===== src/rtl/lcd_pkg.sv =====
// Shared definitions for the HD44780 message sequencer: command codes,
// ROM word layout, FSM state types and counter sizing.
package lcd_pkg;

  localparam logic [7:0] LCD_FUNC_SET = 8'h38;
  localparam logic [7:0] LCD_DISP_ON  = 8'h0C;
  localparam logic [7:0] LCD_CLEAR    = 8'h01;
  localparam logic [7:0] LCD_ENTRY    = 8'h06;

  localparam int unsigned RS_BIT   = 8;
  localparam int unsigned ROM_LAST = 15;

  typedef enum logic [2:0] {
    PWRUP,
    INIT_WR,
    IDLE,
    CLR_WR,
    DECODE,
    CHR_WR,
    FINISH
  } lcd_state_t;

  typedef enum logic [1:0] {
    PH_IDLE,
    PH_SETUP,
    PH_STROBE,
    PH_SETTLE
  } wr_phase_t;

  function automatic logic [7:0] init_cmd(input logic [1:0] idx);
    case (idx)
      2'd0:    return LCD_FUNC_SET;
      2'd1:    return LCD_DISP_ON;
      2'd2:    return LCD_CLEAR;
      default: return LCD_ENTRY;
    endcase
  endfunction

  function automatic int unsigned cnt_width(input int unsigned a, input int unsigned b);
    return $clog2((a > b) ? a : b) + 1;
  endfunction

endpackage


===== src/rtl/lcd_write_timer.sv =====
// One LCD bus write: SETUP (1 cycle), STROBE (E high), SETTLE (E low),
// with a one-cycle wr_done in the last settle cycle.
module lcd_write_timer
  import lcd_pkg::*;
#(
  parameter int unsigned T_EPULSE = 25,
  parameter int unsigned T_CMD    = 2500,
  parameter int unsigned T_CLEAR  = 100000,
  parameter int unsigned CW       = 18
) (
  input  logic       clk,
  input  logic       rst,
  input  logic       req,
  input  logic       req_rs,
  input  logic [7:0] req_data,
  input  logic       req_long,
  output logic       wr_done,
  output logic       lcd_e,
  output logic       lcd_rs,
  output logic [7:0] lcd_data
);

  wr_phase_t       phase, phase_d;
  logic [CW-1:0]   cnt, cnt_d;
  logic            long_q, long_d;
  logic            e_d, rs_d;
  logic [7:0]      data_d;

  always_ff @(posedge clk or posedge rst) begin
    if (rst) begin
      phase    <= PH_IDLE;
      cnt      <= '0;
      long_q   <= 1'b0;
      lcd_e    <= 1'b0;
      lcd_rs   <= 1'b0;
      lcd_data <= '0;
    end else begin
      phase    <= phase_d;
      cnt      <= cnt_d;
      long_q   <= long_d;
      lcd_e    <= e_d;
      lcd_rs   <= rs_d;
      lcd_data <= data_d;
    end
  end

  always_comb begin
    phase_d = phase;
    cnt_d   = cnt;
    long_d  = long_q;
    e_d     = lcd_e;
    rs_d    = lcd_rs;
    data_d  = lcd_data;
    wr_done = 1'b0;
    case (phase)
      PH_SETUP: begin
        phase_d = PH_STROBE;
        e_d     = 1'b1;
        cnt_d   = CW'(T_EPULSE - 1);
      end
      PH_STROBE: begin
        if (cnt == '0) begin
          phase_d = PH_SETTLE;
          e_d     = 1'b0;
          cnt_d   = long_q ? CW'(T_CLEAR - 1) : CW'(T_CMD - 1);
        end else begin
          cnt_d = cnt - CW'(1);
        end
      end
      PH_SETTLE: begin
        if (cnt == '0) begin
          wr_done = 1'b1;
          phase_d = PH_IDLE;
        end else begin
          cnt_d = cnt - CW'(1);
        end
      end
      default: ;
    endcase
    // A request in the final settle cycle chains straight into SETUP with no gap.
    if (req && (phase == PH_IDLE || wr_done)) begin
      phase_d = PH_SETUP;
      rs_d    = req_rs;
      data_d  = req_data;
      long_d  = req_long;
    end
  end

endmodule


===== src/rtl/lcd_msg_sequencer.sv =====
// Top sequencer: power-up wait, fixed init commands, then clear + ROM message
// printing on each start; bus timing is delegated to lcd_write_timer.
module lcd_msg_sequencer
  import lcd_pkg::*;
#(
  parameter int unsigned T_PWRUP  = 750000,
  parameter int unsigned T_EPULSE = 25,
  parameter int unsigned T_CMD    = 2500,
  parameter int unsigned T_CLEAR  = 100000
) (
  input  logic       clk,
  input  logic       rst,
  input  logic       start,
  output logic [3:0] rom_index,
  input  logic [8:0] rom_data,
  output logic       lcd_rs,
  output logic       lcd_rw,
  output logic       lcd_e,
  output logic [7:0] lcd_data,
  output logic       busy,
  output logic       done
);

  localparam int unsigned CW = cnt_width(T_PWRUP, T_CLEAR);

  lcd_state_t    state, state_d;
  logic [CW-1:0] cnt, cnt_d;
  logic [1:0]    init_idx, init_d;
  logic [3:0]    idx_d;
  logic          busy_d, done_d;

  logic          req, req_rs, req_long, wr_done;
  logic [7:0]    req_data;

  assign lcd_rw = 1'b0;

  lcd_write_timer #(
    .T_EPULSE (T_EPULSE),
    .T_CMD    (T_CMD),
    .T_CLEAR  (T_CLEAR),
    .CW       (CW)
  ) u_timer (
    .clk      (clk),
    .rst      (rst),
    .req      (req),
    .req_rs   (req_rs),
    .req_data (req_data),
    .req_long (req_long),
    .wr_done  (wr_done),
    .lcd_e    (lcd_e),
    .lcd_rs   (lcd_rs),
    .lcd_data (lcd_data)
  );

  always_ff @(posedge clk or posedge rst) begin
    if (rst) begin
      state     <= PWRUP;
      cnt       <= CW'(T_PWRUP - 1);
      init_idx  <= '0;
      rom_index <= '0;
      busy      <= 1'b1;
      done      <= 1'b0;
    end else begin
      state     <= state_d;
      cnt       <= cnt_d;
      init_idx  <= init_d;
      rom_index <= idx_d;
      busy      <= busy_d;
      done      <= done_d;
    end
  end

  always_comb begin
    state_d  = state;
    cnt_d    = cnt;
    init_d   = init_idx;
    idx_d    = rom_index;
    req      = 1'b0;
    req_rs   = 1'b0;
    req_data = '0;
    case (state)
      PWRUP: begin
        if (cnt == '0) begin
          state_d  = INIT_WR;
          init_d   = '0;
          req      = 1'b1;
          req_data = init_cmd(2'd0);
        end else begin
          cnt_d = cnt - CW'(1);
        end
      end
      INIT_WR: begin
        if (wr_done) begin
          if (init_idx == 2'd3) begin
            state_d = IDLE;
          end else begin
            init_d   = init_idx + 2'd1;
            req      = 1'b1;
            req_data = init_cmd(init_idx + 2'd1);
          end
        end
      end
      IDLE: begin
        if (start) begin
          state_d  = CLR_WR;
          idx_d    = '0;
          req      = 1'b1;
          req_data = LCD_CLEAR;
        end
      end
      CLR_WR: begin
        if (wr_done) state_d = DECODE;
      end
      DECODE: begin
        if (rom_data[RS_BIT]) begin
          state_d  = CHR_WR;
          req      = 1'b1;
          req_rs   = 1'b1;
          req_data = rom_data[7:0];
        end else begin
          state_d = FINISH;
        end
      end
      CHR_WR: begin
        if (wr_done) begin
          if (rom_index == 4'(ROM_LAST)) begin
            state_d = FINISH;
          end else begin
            idx_d   = rom_index + 4'd1;
            state_d = DECODE;
          end
        end
      end
      FINISH: state_d = IDLE;
      default: state_d = PWRUP;
    endcase
    // Only command-register clears get the long settle; a 0x01 character does not.
    req_long = req && !req_rs && (req_data == LCD_CLEAR);
    busy_d   = !(state_d == IDLE || state_d == FINISH);
    done_d   = (state_d == FINISH);
  end

endmodule


===== config.mk =====
export PLATFORM = sky130hd
export DESIGN_NAME = lcd_msg_sequencer
export DESIGN_NICKNAME = d
export VERILOG_FILES = /design/src/rtl/lcd_pkg.sv /design/src/rtl/lcd_write_timer.sv /design/src/rtl/lcd_msg_sequencer.sv
export SDC_FILE = /design/constraint.sdc
export NUM_CORES = 1
export LEC_CHECK = 0
export BUFFER_PORTS_ARGS = -buffer_cell sky130_fd_sc_hd__buf_4
export CORE_MARGIN = 2
export CORE_UTILIZATION = 27
export CTS_CLUSTER_DIAMETER = 60
export CTS_CLUSTER_SIZE = 24
export DETAILED_ROUTE_END_ITERATION = 10
export MAX_ROUTING_LAYER = met4
export PLACE_DENSITY_LB_ADDON = 0.08
export SLEW_MARGIN = 30
export SYNTH_ARGS = -nofsm -noshare
export SYNTH_HDL_FRONTEND = slang
export SYNTH_HIERARCHICAL = 1
export SYNTH_SLANG_ARGS = --single-unit

===== constraint.sdc =====
create_clock -name clk -period 3.2 [get_ports clk]
set_input_delay 0.64 -clock clk [delete_from_list [all_inputs] [get_ports clk]]
set_output_delay 0.64 -clock clk [all_outputs]
set_load 0.01 [all_outputs]

==> impl_metrics.tcl <==
set metrics [dict create \
    path_class "reg2reg" \
    crit_fanout 6 \
    viasPerCell 5.179 \
    yosys.area.top_type_share_pct 32.08 \
    crit_family "simple AND/OR/NAND/NOR gates" \
    clock_skew_ns 0.007850 \
    hold_slack_ns 0.3548 \
    p_leak_nw 2.045 \
    fin_crit_sh_pct 93.61 \
    core_region_area_mm2 0.01459 \
    start_util_pct 27.80 \
    grt_overflow_total 0 \
    nets 484 \
    finalHoldViolCount 0 \
    worst-path-buf-inv 0 \
    multi_input_area_mm2 0.002256 \
    wirelength_um 10820 \
    area_delta_synth_final_pct 21.13 \
    synth.cell_area_mm2 0.004056 \
    final_max_slew_viol_count 0 \
    die_area_mm2 0.01602 \
    yosysSeqAreaShare_pct 41.15 \
    cpMaxStageDelayCell "or4_4" \
    antenna_left 0 \
    port_buffers 27 \
    rsz0062_at_grt "false" \
    synth_ff_type "dfrtp_1" \
    fmax_ghz 0.3338 \
    track_usage_pct 14.58 \
    die_h_um 126.6 \
    cp_common_cell "or4_4" \
    crit_required_ns 3.42 \
    cp_slowest_stage_delay_ns 0.57 \
    finalCriticalPeriod_ns 2.996 \
    async_flop_share_pct 100.0 \
    antenna_found_initial 0 \
    wl_per_cell_um 16.72 \
    yosysTopAreaCell "dfrtp_1" \
    ir_worst_vdd_uv 335.3 \
    maxCapViolCount 0 \
    drive_above_1_share_pct 26.13 \
    cts_tree "built" \
    synth_edf_count 0 \
    syn-instance-count 410 \
    grt_pass1_vias 3384 \
    path_cells "or4_4, or4_4, nor4_4, and4bb_2, nand2b_4, nand3_1, o21a_2, mux2_4" \
    final_common_cell "dfrtp_1" \
    num_vias 3351 \
    cts_max_level 3 \
    synth_cell_types 75 \
    cts-buffers-inserted 9 \
    cts-root-buf "clkbuf_16" \
    drt_iter0_drc 158 \
    cts_buffer_depth 2 \
    cts-hold-fix-buffers 0 \
    outcome "finished, final reports clean" \
    rows 44 \
    clk_pin_slew_worst_paths_ns 0.06 \
    cp_data_arrival_time_ns 3.22 \
    worst_pin_slew_ns 0.6628 \
    cts.sinks 66 \
    synth_area_per_cell_um2 9.894 \
    n_antenna_cell 0 \
    register_area_mm2 0.001669 \
    clk_latency_ns 0.34 \
    ys_ff_latch 66 \
    pwr_density_cell_mw_per_mm2 899.7 \
    pin_count 29 \
    fill_cells 1509 \
    synthTopCellsByArea "dfrtp_1 32%, dfstp_2 9.1%, ha_1 4.3%" \
    cp-start-kind "flop" \
    drc 0 \
    setup_violations 0 \
    ys.warnings.count 6 \
    place_congestion 0.8191 \
    synth_nets 436 \
    grt_pass1_wl_um 17960 \
    slew_headroom_pct 55.23 \
    dp_hpwl_um 7856 \
    final_cell_mix "52 x dfrtp_1, 51 x buf_4, 30 x nand2_1, 29 x a21oi_1, 24 x nor2_1" \
    first_pass_iters 4 \
    finalSetupTns_ns 0 \
    grt_max_degree 35 \
    hp-class "in2async" \
    cp-end-kind "flop" \
    die_w_um 126.6 \
]
## cell families after synthesis
logic type,after synthesis,share of synthesized area [%]
AND/OR/NAND/NOR,171,26.65
XOR/XNOR,19,4.102
buffers and inverters,33,3.794
flip-flops,66,41.15
AO/OA/AOI/OAI,92,15.33
other,1,0.09245
adder cells (fa/ha/maj),14,4.318
multiplexers,14,4.565
## report_power, final
| part | switching [W] | internal [W] | leakage [nW] |
|---|---|---|---|
| combinational | 0.00127 | 0.000822 | 1.06 |
| clock | 0.000383 | 0.000649 | 0.150 |
| sequential | 0.000251 | 0.00104 | 0.834 |
| total | 0.00191 | 0.00251 | 2.04 |
## repair_timing
action                     CTS  global route
gates resized for setup      0             0
setup endpoints to repair    0            10
setup buffers                0             1
## flip-flops by register name, indices dropped and copies added (netlist names)
register,count
u_timer/lcd_data,8
init_idx,2
u_timer/long_q,1
state,3
busy,1
rom_index,4
u_timer/phase,2
done,1
u_timer/lcd_e,1
u_timer/cnt,21
cnt,21
u_timer/lcd_rs,1
## worst paths after layout
kind	from	endpoint	slack (ns)	depth (start not counted)
setup reg to reg	u_timer/cnt[17]	u_timer/lcd_data[6]	0.20	8
hold reg to reg	cnt[11]	cnt[11]	0.47	1
setup / recovery	u_timer/cnt[17]	u_timer/lcd_data[6]	0.20	8
max in group asynchronous	rst	cnt[12]	2.25	3
min in group clk	cnt[11]	cnt[11]	0.47	1
hold / removal	rst	rom_index[2]	0.35	2
## layout make-up
cell class | instances | share of cell area (%)
clock buffers | 13 | 5.297
clock inverters | 3 | 0.9677
inverters | 18 | 1.375
multi-input cells | 312 | 45.91
flip-flops and latches | 66 | 33.97
well taps | 184 | 4.686
repair buffers | 51 | 7.792
## through the flow
stage / cell area [µm²] / setup slack (ns) / total power (W) / utilization [%] / cells
after floorplan: 4064 / 0.04969 / 0.002643 / - / 410
after global placement: 4589 / 0.1070 / 0.003399 / 31.46 / 629
after detailed placement: 4589 / 0.04060 / 0.003401 / 31.46 / 629
after CTS: 4897 / 0.03098 / 0.004469 / 33.57 / 645
after global routing: 4913 / 0.08936 / 0.004749 / 33.68 / 647
final: 4913 / 0.2044 / 0.004421 / 33.68 / 647
## cell usage after synthesis, types with 3 or more instances
cell,instances
nor2b_1,6
nand3b_1,7
nor3_1,14
nor4_1,4
o31ai_1,7
a31oi_1,3
a22oi_1,4
nor2_1,24
or3_1,6
o21ai_0,14
mux2_4,8
a221oi_1,4
a21oi_1,29
a211oi_1,4
nand2b_1,7
nand2_1,30
mux2_2,3
nand4b_1,3
ha_1,14
or4_1,12
inv_1,18
nand3_1,15
clkbuf_1,9
dfstp_2,14
nor3_4,3
dfrtp_1,52
xnor2_1,17
or4_4,5
or2_2,3
buf_4,3
and2_1,4
nand4_1,9
## metal layers
metal	vias to the layer above	global-route usage [%]	routed length, µm
met5	-	-	0
met1	1661	17.45	4945
li1	1623	-	-
met4	0	5.882	233
met3	19	3.290	271
met2	48	23.81	5366
Note: power is estimated with default switching activity, not from simulation.
